## src/rtl/fp_muldiv_ctrl.sv

```systemverilog
// IEEE754 single-precision multiply/divide front end for the shared CORDIC mantissa unit.
// Special operands are resolved locally. Normal operands go through the CORDIC and are packed here.
module fp_muldiv_ctrl #(
   parameter int TIMEOUT_CYC = 40
) (
   input  logic        sys_clk,
   input  logic        sys_rst_n,
   input  logic        req_valid,
   output logic        req_ready,
   input  logic        req_op,
   input  logic [31:0] a_in,
   input  logic [31:0] b_in,
   output logic        res_vld,
   output logic [31:0] result,
   output logic [4:0]  flags,
   output logic [23:0] mul_data1_out,
   output logic [23:0] mul_data2_out,
   output logic [23:0] div_data1_out,
   output logic [23:0] div_data2_out,
   output logic        mul_trig,
   output logic        div_trig,
   input  logic [22:0] cu_data_in,
   input  logic [1:0]  cu_other_in,
   input  logic        cu_vld
);
   localparam int CntW = $clog2(TIMEOUT_CYC + 1);
   localparam logic [31:0] QNAN = 32'h7FC00000;

   typedef enum logic [2:0] {IDLE, DECODE, WAIT, PACK, DONE} state_t;

   state_t          state_q, state_d;
   logic [31:0]     a_q, a_d, b_q, b_d;
   logic            op_q, op_d;
   logic [CntW-1:0] cnt_q, cnt_d;
   logic [22:0]     cuFrac_q, cuFrac_d;
   logic [1:0]      cuOther_q, cuOther_d;
   logic [31:0]     result_q, result_d;
   logic [4:0]      flags_q, flags_d;
   logic            resVld_q, resVld_d;
   logic            mulTrig_q, mulTrig_d, divTrig_q, divTrig_d;
   logic [23:0]     mul1_q, mul1_d, mul2_q, mul2_d, div1_q, div1_d, div2_q, div2_d;

   logic              sign;
   logic signed [9:0] expA, expB, expRes;

   function automatic logic isZero(input logic [31:0] x);
      return x[30:23] == 8'h00;
   endfunction

   function automatic logic isInf(input logic [31:0] x);
      return (x[30:23] == 8'hFF) && (x[22:0] == 23'd0);
   endfunction

   function automatic logic isNaN(input logic [31:0] x);
      return (x[30:23] == 8'hFF) && (x[22:0] != 23'd0);
   endfunction

   function automatic logic isNormal(input logic [31:0] x);
      return (x[30:23] != 8'h00) && (x[30:23] != 8'hFF);
   endfunction

   always_ff @(posedge sys_clk or negedge sys_rst_n) begin
      if (!sys_rst_n) begin
         state_q   <= IDLE;
         a_q       <= '0;
         b_q       <= '0;
         op_q      <= 1'b0;
         cnt_q     <= '0;
         cuFrac_q  <= '0;
         cuOther_q <= '0;
         result_q  <= '0;
         flags_q   <= '0;
         resVld_q  <= 1'b0;
         mulTrig_q <= 1'b0;
         divTrig_q <= 1'b0;
         mul1_q    <= '0;
         mul2_q    <= '0;
         div1_q    <= '0;
         div2_q    <= '0;
      end else begin
         state_q   <= state_d;
         a_q       <= a_d;
         b_q       <= b_d;
         op_q      <= op_d;
         cnt_q     <= cnt_d;
         cuFrac_q  <= cuFrac_d;
         cuOther_q <= cuOther_d;
         result_q  <= result_d;
         flags_q   <= flags_d;
         resVld_q  <= resVld_d;
         mulTrig_q <= mulTrig_d;
         divTrig_q <= divTrig_d;
         mul1_q    <= mul1_d;
         mul2_q    <= mul2_d;
         div1_q    <= div1_d;
         div2_q    <= div2_d;
      end
   end

   // Triggers and mantissas are registered at acceptance so they are valid together in DECODE.
   always_comb begin
      state_d   = state_q;
      a_d       = a_q;
      b_d       = b_q;
      op_d      = op_q;
      cnt_d     = cnt_q;
      cuFrac_d  = cuFrac_q;
      cuOther_d = cuOther_q;
      result_d  = result_q;
      flags_d   = flags_q;
      mulTrig_d = 1'b0;
      divTrig_d = 1'b0;
      mul1_d    = mul1_q;
      mul2_d    = mul2_q;
      div1_d    = div1_q;
      div2_d    = div2_q;
      sign      = a_q[31] ^ b_q[31];
      expA      = $signed({2'b00, a_q[30:23]});
      expB      = $signed({2'b00, b_q[30:23]});
      if (op_q)
         expRes = expA - expB + 10'sd127 - $signed({9'd0, cuOther_q[0]});
      else
         expRes = expA + expB - 10'sd127 + $signed({9'd0, cuOther_q[0]});

      case (state_q)
         IDLE: begin
            if (req_valid) begin
               a_d     = a_in;
               b_d     = b_in;
               op_d    = req_op;
               state_d = DECODE;
               mul1_d  = '0;
               mul2_d  = '0;
               div1_d  = '0;
               div2_d  = '0;
               if (isNormal(a_in) && isNormal(b_in)) begin
                  if (req_op) begin
                     divTrig_d = 1'b1;
                     div1_d    = {1'b1, a_in[22:0]};
                     div2_d    = {1'b1, b_in[22:0]};
                  end else begin
                     mulTrig_d = 1'b1;
                     mul1_d    = {1'b1, a_in[22:0]};
                     mul2_d    = {1'b1, b_in[22:0]};
                  end
               end
            end
         end
         DECODE: begin
            if (isNormal(a_q) && isNormal(b_q)) begin
               cnt_d   = '0;
               state_d = WAIT;
            end else begin
               state_d  = DONE;
               flags_d  = 5'b00000;
               result_d = {sign, 31'd0};
               if (isNaN(a_q) || isNaN(b_q)) begin
                  result_d = QNAN;
               end else if (!op_q) begin
                  if ((isZero(a_q) && isInf(b_q)) || (isInf(a_q) && isZero(b_q))) begin
                     result_d = QNAN;
                     flags_d  = 5'b01000;
                  end else if (isInf(a_q) || isInf(b_q)) begin
                     result_d = {sign, 8'hFF, 23'd0};
                  end
               end else begin
                  if ((isZero(a_q) && isZero(b_q)) || (isInf(a_q) && isInf(b_q))) begin
                     result_d = QNAN;
                     flags_d  = 5'b01000;
                  end else if (isZero(b_q)) begin
                     result_d = {sign, 8'hFF, 23'd0};
                     flags_d  = 5'b00100;
                  end else if (!(isZero(a_q) || isInf(b_q))) begin
                     result_d = {sign, 8'hFF, 23'd0};
                  end
               end
            end
         end
         WAIT: begin
            if (cu_vld) begin
               cuFrac_d  = cu_data_in;
               cuOther_d = cu_other_in;
               state_d   = PACK;
            end else if (cnt_q == CntW'(TIMEOUT_CYC - 1)) begin
               result_d = QNAN;
               flags_d  = 5'b10000;
               state_d  = DONE;
            end else begin
               cnt_d = cnt_q + 1'b1;
            end
         end
         PACK: begin
            state_d = DONE;
            if (cuOther_q[1]) begin
               result_d = {sign, 31'd0};
               flags_d  = 5'b00000;
            end else if (expRes >= 10'sd255) begin
               result_d = {sign, 8'hFF, 23'd0};
               flags_d  = 5'b00010;
            end else if (expRes <= 10'sd0) begin
               result_d = {sign, 31'd0};
               flags_d  = 5'b00001;
            end else begin
               result_d = {sign, expRes[7:0], cuFrac_q};
               flags_d  = 5'b00000;
            end
         end
         DONE:    state_d = IDLE;
         default: state_d = IDLE;
      endcase

      resVld_d = (state_d == DONE);
   end

   assign req_ready     = (state_q == IDLE);
   assign res_vld       = resVld_q;
   assign result        = result_q;
   assign flags         = flags_q;
   assign mul_trig      = mulTrig_q;
   assign div_trig      = divTrig_q;
   assign mul_data1_out = mul1_q;
   assign mul_data2_out = mul2_q;
   assign div_data1_out = div1_q;
   assign div_data2_out = div2_q;

endmodule

```

## config.mk

```make
export PLATFORM = sky130hd
export DESIGN_NAME = fp_muldiv_ctrl
export DESIGN_NICKNAME = d
export VERILOG_FILES = /design/src/rtl/fp_muldiv_ctrl.sv
export SDC_FILE = /design/constraint.sdc
export NUM_CORES = 1
export LEC_CHECK = 0
export BUFFER_PORTS_ARGS = -buffer_cell sky130_fd_sc_hd__buf_2
export CAP_MARGIN = 20
export CORE_MARGIN = 2
export CORE_UTILIZATION = 49
export DETAILED_ROUTE_END_ITERATION = 8
export PLACE_DENSITY = 0.87
export SLEW_MARGIN = 20
export SYNTH_ARGS = -nofsm -noshare
export SYNTH_HDL_FRONTEND = slang
export SYNTH_SLANG_ARGS = --single-unit
```

## constraint.sdc

```tcl
create_clock -name sys_clk -period 3.9 [get_ports sys_clk]
set_clock_uncertainty 0.2 [all_clocks]
set_input_delay 0.78 -clock sys_clk [delete_from_list [all_inputs] [get_ports sys_clk]]
set_output_delay 0.78 -clock sys_clk [all_outputs]
set_load 0.1 [all_outputs]
```

# --- Word level (Yosys, flattened, before mapping) ---
# Index checks and enable logic that the tools add are counted.
word_totals:
  register_bits: 235
  in_bits: 94
classes:
  n_addsub: 7
  order_cmp: 2
  n_eq_ne: 16
  muxes: 52
  n_bitwise: 1
  reduce_logical: 36
op_table:
  columns: ["operator", "count"]
  rows:
  - ["2-to-1 mux 32 bit", 7]
  - ["2-to-1 mux 24 bit", 8]
  - ["2-to-1 mux 31 bit", 6]
  - ["one-hot mux 32 bit (3 select lines)", 1]
  - ["logical NOT 23 bit", 2]
  - ["nonzero test 23 bit", 2]
  - ["!= test 8 bit, second input constant", 4]
  - ["nonzero test 8 bit", 4]
  - ["2-to-1 mux 5 bit", 5]
  - ["2-to-1 mux 6 bit", 3]
  - ["equality test 8 bit, second input constant", 2]
  - ["logical NOT 8 bit", 2]
  - ["2-to-1 mux 3 bit", 5]
  - ["one-hot mux 5 bit (3 select lines)", 1]
  - ["logical AND 1 bit", 14]
  - ["one-hot mux 3 bit (4 select lines)", 1]
  - ["one-hot mux 6 bit (2 select lines)", 1]
  - ["adder 10 x 2 -> 10 bit", 1]
  - ["adder 9 x 8 -> 10 bit, second input constant", 1]
  - ["greater-or-equal comparator 10 x 9 -> 1 bit, second input constant", 1]
  - ["<= comparator 10 x 1 -> 1 bit, second input constant", 1]
  - ["2-to-1 mux 10 bit", 1]
  - ["!= test 2 bit, second input constant", 5]
  - ["subtractor 10 x 2 -> 10 bit", 1]
  - ["other kinds (18)", 35]

# --- Longest topological paths before layout ---
depth:
  ltp_word: 10
  ltp_mapped: 19
  ltp_nobuf: 18

# --- Least setup slack after synthesis ---
# OpenSTA, ideal clock, no wires.
synth_timing:
  kind: "register to register"
  from: "register state_q[0]"
  to: "register mul1_q[15] (netlist: mul_data1_out[15])"
  setup_ns: 0.069
  arrival_time_ns: 4.174
  required_time_ns: 3.631
  path_slack_ns: -0.543
  stages_incl_launch_ff: 7
  synth_period_minus_slack_ns: 4.443
  cell_sequence: "dfrtp_1 nor3_1 nand2_1 nor3b_1 clkbuf_1 clkbuf_1 a22o_1"
synth_between:
  elab_chain_len: 2
synth_rtl:
  columns: ["item", "line", "source"]
  rows:
  - ["start: declaration", "31", "state_t state_q, state_d;"]
  - ["start signal: assignment", "81", "state_q <= state_d;"]
  - ["logical NOT 3 bit", null, null]
  - ["net req_ready", "9", "output logic req_ready,"]
  - ["AND reduction 2 bit (no line)", null, null]
  - ["end signal: assignment", "93", "mul1_q <= mul1_d;"]
  - ["end: declaration", "41", "logic [23:0] mul1_q, mul1_d, mul2_q, mul2_d, div1_q, div1_d, div2_q, div2_d;"]
# The timed path passes the listed nets, and every way through them passes these cells.
# A chain may end at the register's enable or synchronous reset.

# --- Worst setup path in the final report ---
layout_timing:
  from: "register a_q[23]"
  to: "register result_q[0] (netlist: result[0])"
layout_between:
  elab_chain_len: 9
  word_cells_on_any_way: 35
  classes_between: "add/sub: 6; order compare: 2; eq/ne: 3; mux: 10; reduce/logical: 14"
layout_rtl:
  columns: ["item", "line", "source"]
  rows:
  - ["start: declaration", "32", "logic [31:0] a_q, a_d, b_q, b_d;"]
  - ["start signal: assignment", "65", "a_q <= '0;"]
  - ["start signal: assignment", "82", "a_q <= a_d;"]
  - ["adder 8 x 8 -> 9 bit, or another cell as far along", "123", "expRes = expA + expB - 10'sd127 + $signed({9'd0, cuOther_q[0]});"]
  - ["subtractor 9 x 7 -> 10 bit, or another cell as far along", "123", null]
  - ["adder 10 x 2 -> 10 bit, or another cell as far along", "123", null]
  - ["2-to-1 mux 10 bit, or another cell as far along", "120", "if (op_q)"]
  - ["<= comparator 10 x 1 -> 1 bit, or another cell as far along", "200", "end else if (expRes <= 10'sd0) begin"]
  - ["2-to-1 mux 31 bit / 2-to-1 mux 32 bit (equally long branches)", "200, 159", null]
  - ["2-to-1 mux 31 bit / 2-to-1 mux 32 bit (equally long branches)", "197, 157", null]
  - ["2-to-1 mux 31 bit / 2-to-1 mux 32 bit (equally long branches)", "194, 150", null]
  - ["one-hot mux 32 bit (3 select lines)", "125", "case (state_q)"]
  - ["end signal: assignment", "88", "result_q <= result_d;"]
  - ["end: declaration", "37", "logic [31:0] result_q, result_d;"]
# Several ways; a longest one is shown, not always the timed one. The select of a mux whose other input is x is not followed.

==> impl_metrics.ini <==
[sta]
final_max_slew_viol_count = 0
period_share_pct = 106.0
worst_hold_slack_ns = 0.1024
hold_viol_final = 0
setup-violations-final = 23
grt_setup_unrepaired = true
totalNegativeSetupSlack_ns = -4.456
final.setup.worst_slack_ns = -0.2322
timing.final.crit_period_ns = 4.132
tightestPinTransition_ns = 1.013
worst_rel_slew_slack_pct = 32.46
max_freq_mhz = 242.0

[detailed_routing]
drt-vias-per-instance = 5.688
drt_iter0_drc = 592
route.antenna.remaining_nets = 0
drtPass1Iterations = 5
drc = 0
drt_wl_total_um = 29150
routed-via-count = 9226
wl_per_cell_um = 17.97

[worst_hold_path]
hold_class = in2async

[yosys]
synth_cell_type_count = 73
synth_most_common_cell = nand2_1
yosys_register_bits = 233
synth.top_cells.by_area = dfrtp_1 55%, nand2_1 9.7%, a22o_1 9.6%, ha_1 3.9%, o21ai_0 1.9%
synth_commonest_cells = 276 x nand2_1, 233 x dfrtp_1, 117 x a22o_1
synth.largest_area_cell = dfrtp_1
syn_area_um2 = 10640
yosys_warnings = 0
syn-num-nets = 1175
portion_of_the_post_synthesis_area_used_by_sequential_elements_pct = 54.82
avgSynthCellArea_um2 = 10.18
synth_ff_type = dfrtp_1
fraction_of_registers_with_async_set_or_reset_after_synthesis_pct = 100.0
netlist_instances = 1045
synth_edf_count = 0
post-synth-top-area-fraction_pct = 54.82

[place]
place_worst_setup_slack_ns = -0.2207
port_buffers = 230
gp_congestion = 0.9267
detailedPlacementHpwl_um = 19900

[grt]
grt_start_max_net_pins = 151
grt_pass1_vias = 8995
grt_use_total_pct = 25.11
grt_pass1_wl_um = 45970
initial_antenna_violation_count = 4
global_route.overflow_total = 0

[floorplanning]
placeableCoreArea_um2 = 21150
i_o_pin_total = 231
placement_rows = 53
chipHeight_um = 151.3
horizontal_extent_of_the_die_um = 151.3
design.die.area_um2 = 22900
initial_utilization_pct = 50.28

[clock_tree]
numClockSinks = 233
tritoncts = yes
numCtsBuffers = 24
clock_path_buffers = 3
clk-insertion-delay-late_ns = 0.52
cts_root_buffer = clkbuf_16
postCtsHoldBufs = 0
cts_htree_levels = 1
cts.reportedPaths.clkPinSlew_ns = 0.06

[finish]
finish.utilization_pct = 64.83
nFillCells = 1630
drive_above_1_share_pct = 31.55
n_antenna_cell = 0
nets = 1460
multi_input_combinational_cell_area_um2 = 4698
regArea_um2 = 5831
synthToLayoutAreaGrowth_pct = 28.94

[run_status]
run_status = complete, but fails checks
violated_checks = negative setup slack

[setup_path]
critical_path_peak_fanout = 6
critPathCaptureType = register
timing.setup.critical_path_class = reg2reg
cp.arrival_ns = 4.33
critPathLaunchType = register
required_ns = 4.10

[run]
cap_violations = 0
==> sequential cells by signal, indices dropped and copies added, names as in the netlist, 2 cells and up <==
register       cells
result            32
mul_data2_out     23
div_data2_out     23
cnt_q              6
flags              5
a_q               32
cuOther_q          2
div_data1_out     24
b_q               32
mul_data1_out     24
cuFrac_q          23
state_q            3
==> cell families (layout without fill, tap and decap cells) <==
| group | after synthesis | in the layout | synth area share [%] |
|---|---|---|---|
| AND/OR/NAND/NOR | 424 | 424 | 17.57 |
| buffers and inverters | 91 | 393 | 3.635 |
| flip-flops | 233 | 233 | 54.82 |
| multiplexers | 5 | 5 | 0.4941 |
| XOR/XNOR | 13 | 13 | 1.070 |
| AO/OA/AOI/OAI | 243 | 243 | 17.96 |
| adder cells (fa/ha/maj) | 36 | 36 | 4.447 |
==> routing by layer <==
metal / global-route usage, % / routed length (µm) / up-vias / share of wire, %
met5: 0 / 54 / - / 0.19
met4: 4.953 / 538 / 8 / 1.8
met3: 6.054 / 2417 / 61 / 8.3
met2: 42.08 / 14170 / 399 / 49
met1: 33.55 / 11980 / 4494 / 41
li1: - / - / 4264 / -
==> layout by cell type (no fill, tap or decap), types with 6 or more instances in the layout <==
cell,count
nand2_1,273
dfrtp_1,233
buf_2,229
a22o_1,117
buf_4,78
nor2_1,42
o21ai_0,37
ha_1,27
inv_1,26
clkbuf_16,25
nor4_1,18
nand4_1,15
a21oi_1,14
nor3_1,11
xor2_1,9
nand3_1,8
inv_2,7
a21o_1,7
or2_2,6
clkinv_2,6
==> worst paths after layout <==
check / from / to / slack [ns] / depth (start not counted)
worst max-delay path: a_q[23] / result[0] / -0.23 / 21
worst min-delay path: sys_rst_n / div_data1_out[6] / 0.10 / 1
worst max register to register: a_q[23] / result[0] / -0.23 / 21
worst min register to register: cuFrac_q[7] / cuFrac_q[7] / 0.27 / 2
max in group asynchronous: sys_rst_n / cuFrac_q[18] / 2.45 / 2
min in group sys_clk: cu_data_in[7] / cuFrac_q[7] / 0.25 / 3
==> critical path: stages, from the launching register on <==
cell and delay [ns]:
dfrtp_1 0.39, inv_2 0.09, ha_4 0.13, inv_2 0.03
fa_2 0.37, a211o_1 0.31, nand2_2 0.10, xnor2_2 0.12
buf_4 0.13, inv_1 0.05, ha_4 0.26, a21oi_2 0.13
nor2b_1 0.07, a311o_1 0.28, o21ai_2 0.15, and3_4 0.19
or3b_1 0.35, nand3_2 0.10, a2111oi_4 0.06, buf_4 0.18
buf_12 0.14, a22o_1 0.20
==> what timing repair did <==
item / 4_1_cts / 5_1_grt
pin swaps: 1 / 11
gates cloned: 2 / 1
setup buffers: 9 / 8
setup endpoints to repair: 29 / 30
resized for setup: 16 / 30
==> layout make-up <==
| cell class | instances | share of cell area [%] |
|---|---|---|
| clock buffer | 28 | 4.708 |
| clock inverter | 15 | 1.159 |
| inverter | 33 | 0.9032 |
| multi-input combinational | 721 | 34.26 |
| sequential | 233 | 42.51 |
| tap | 275 | 2.509 |
| timing repair buffer | 317 | 13.95 |
==> metrics by stage <==
| stage | instance area, µm² | std cells |
|---|---|---|
| floorplan | 10680 | 1045 |
| global placement | 12500 | 1560 |
| detailed placement | 12500 | 1560 |
| global route | 13710 | 1622 |
| finish | 13710 | 1622 |
| CTS | 13510 | 1614 |
Power is not shown: default switching activity piles up to over one toggle a cycle in this logic, so the estimate is an artifact.
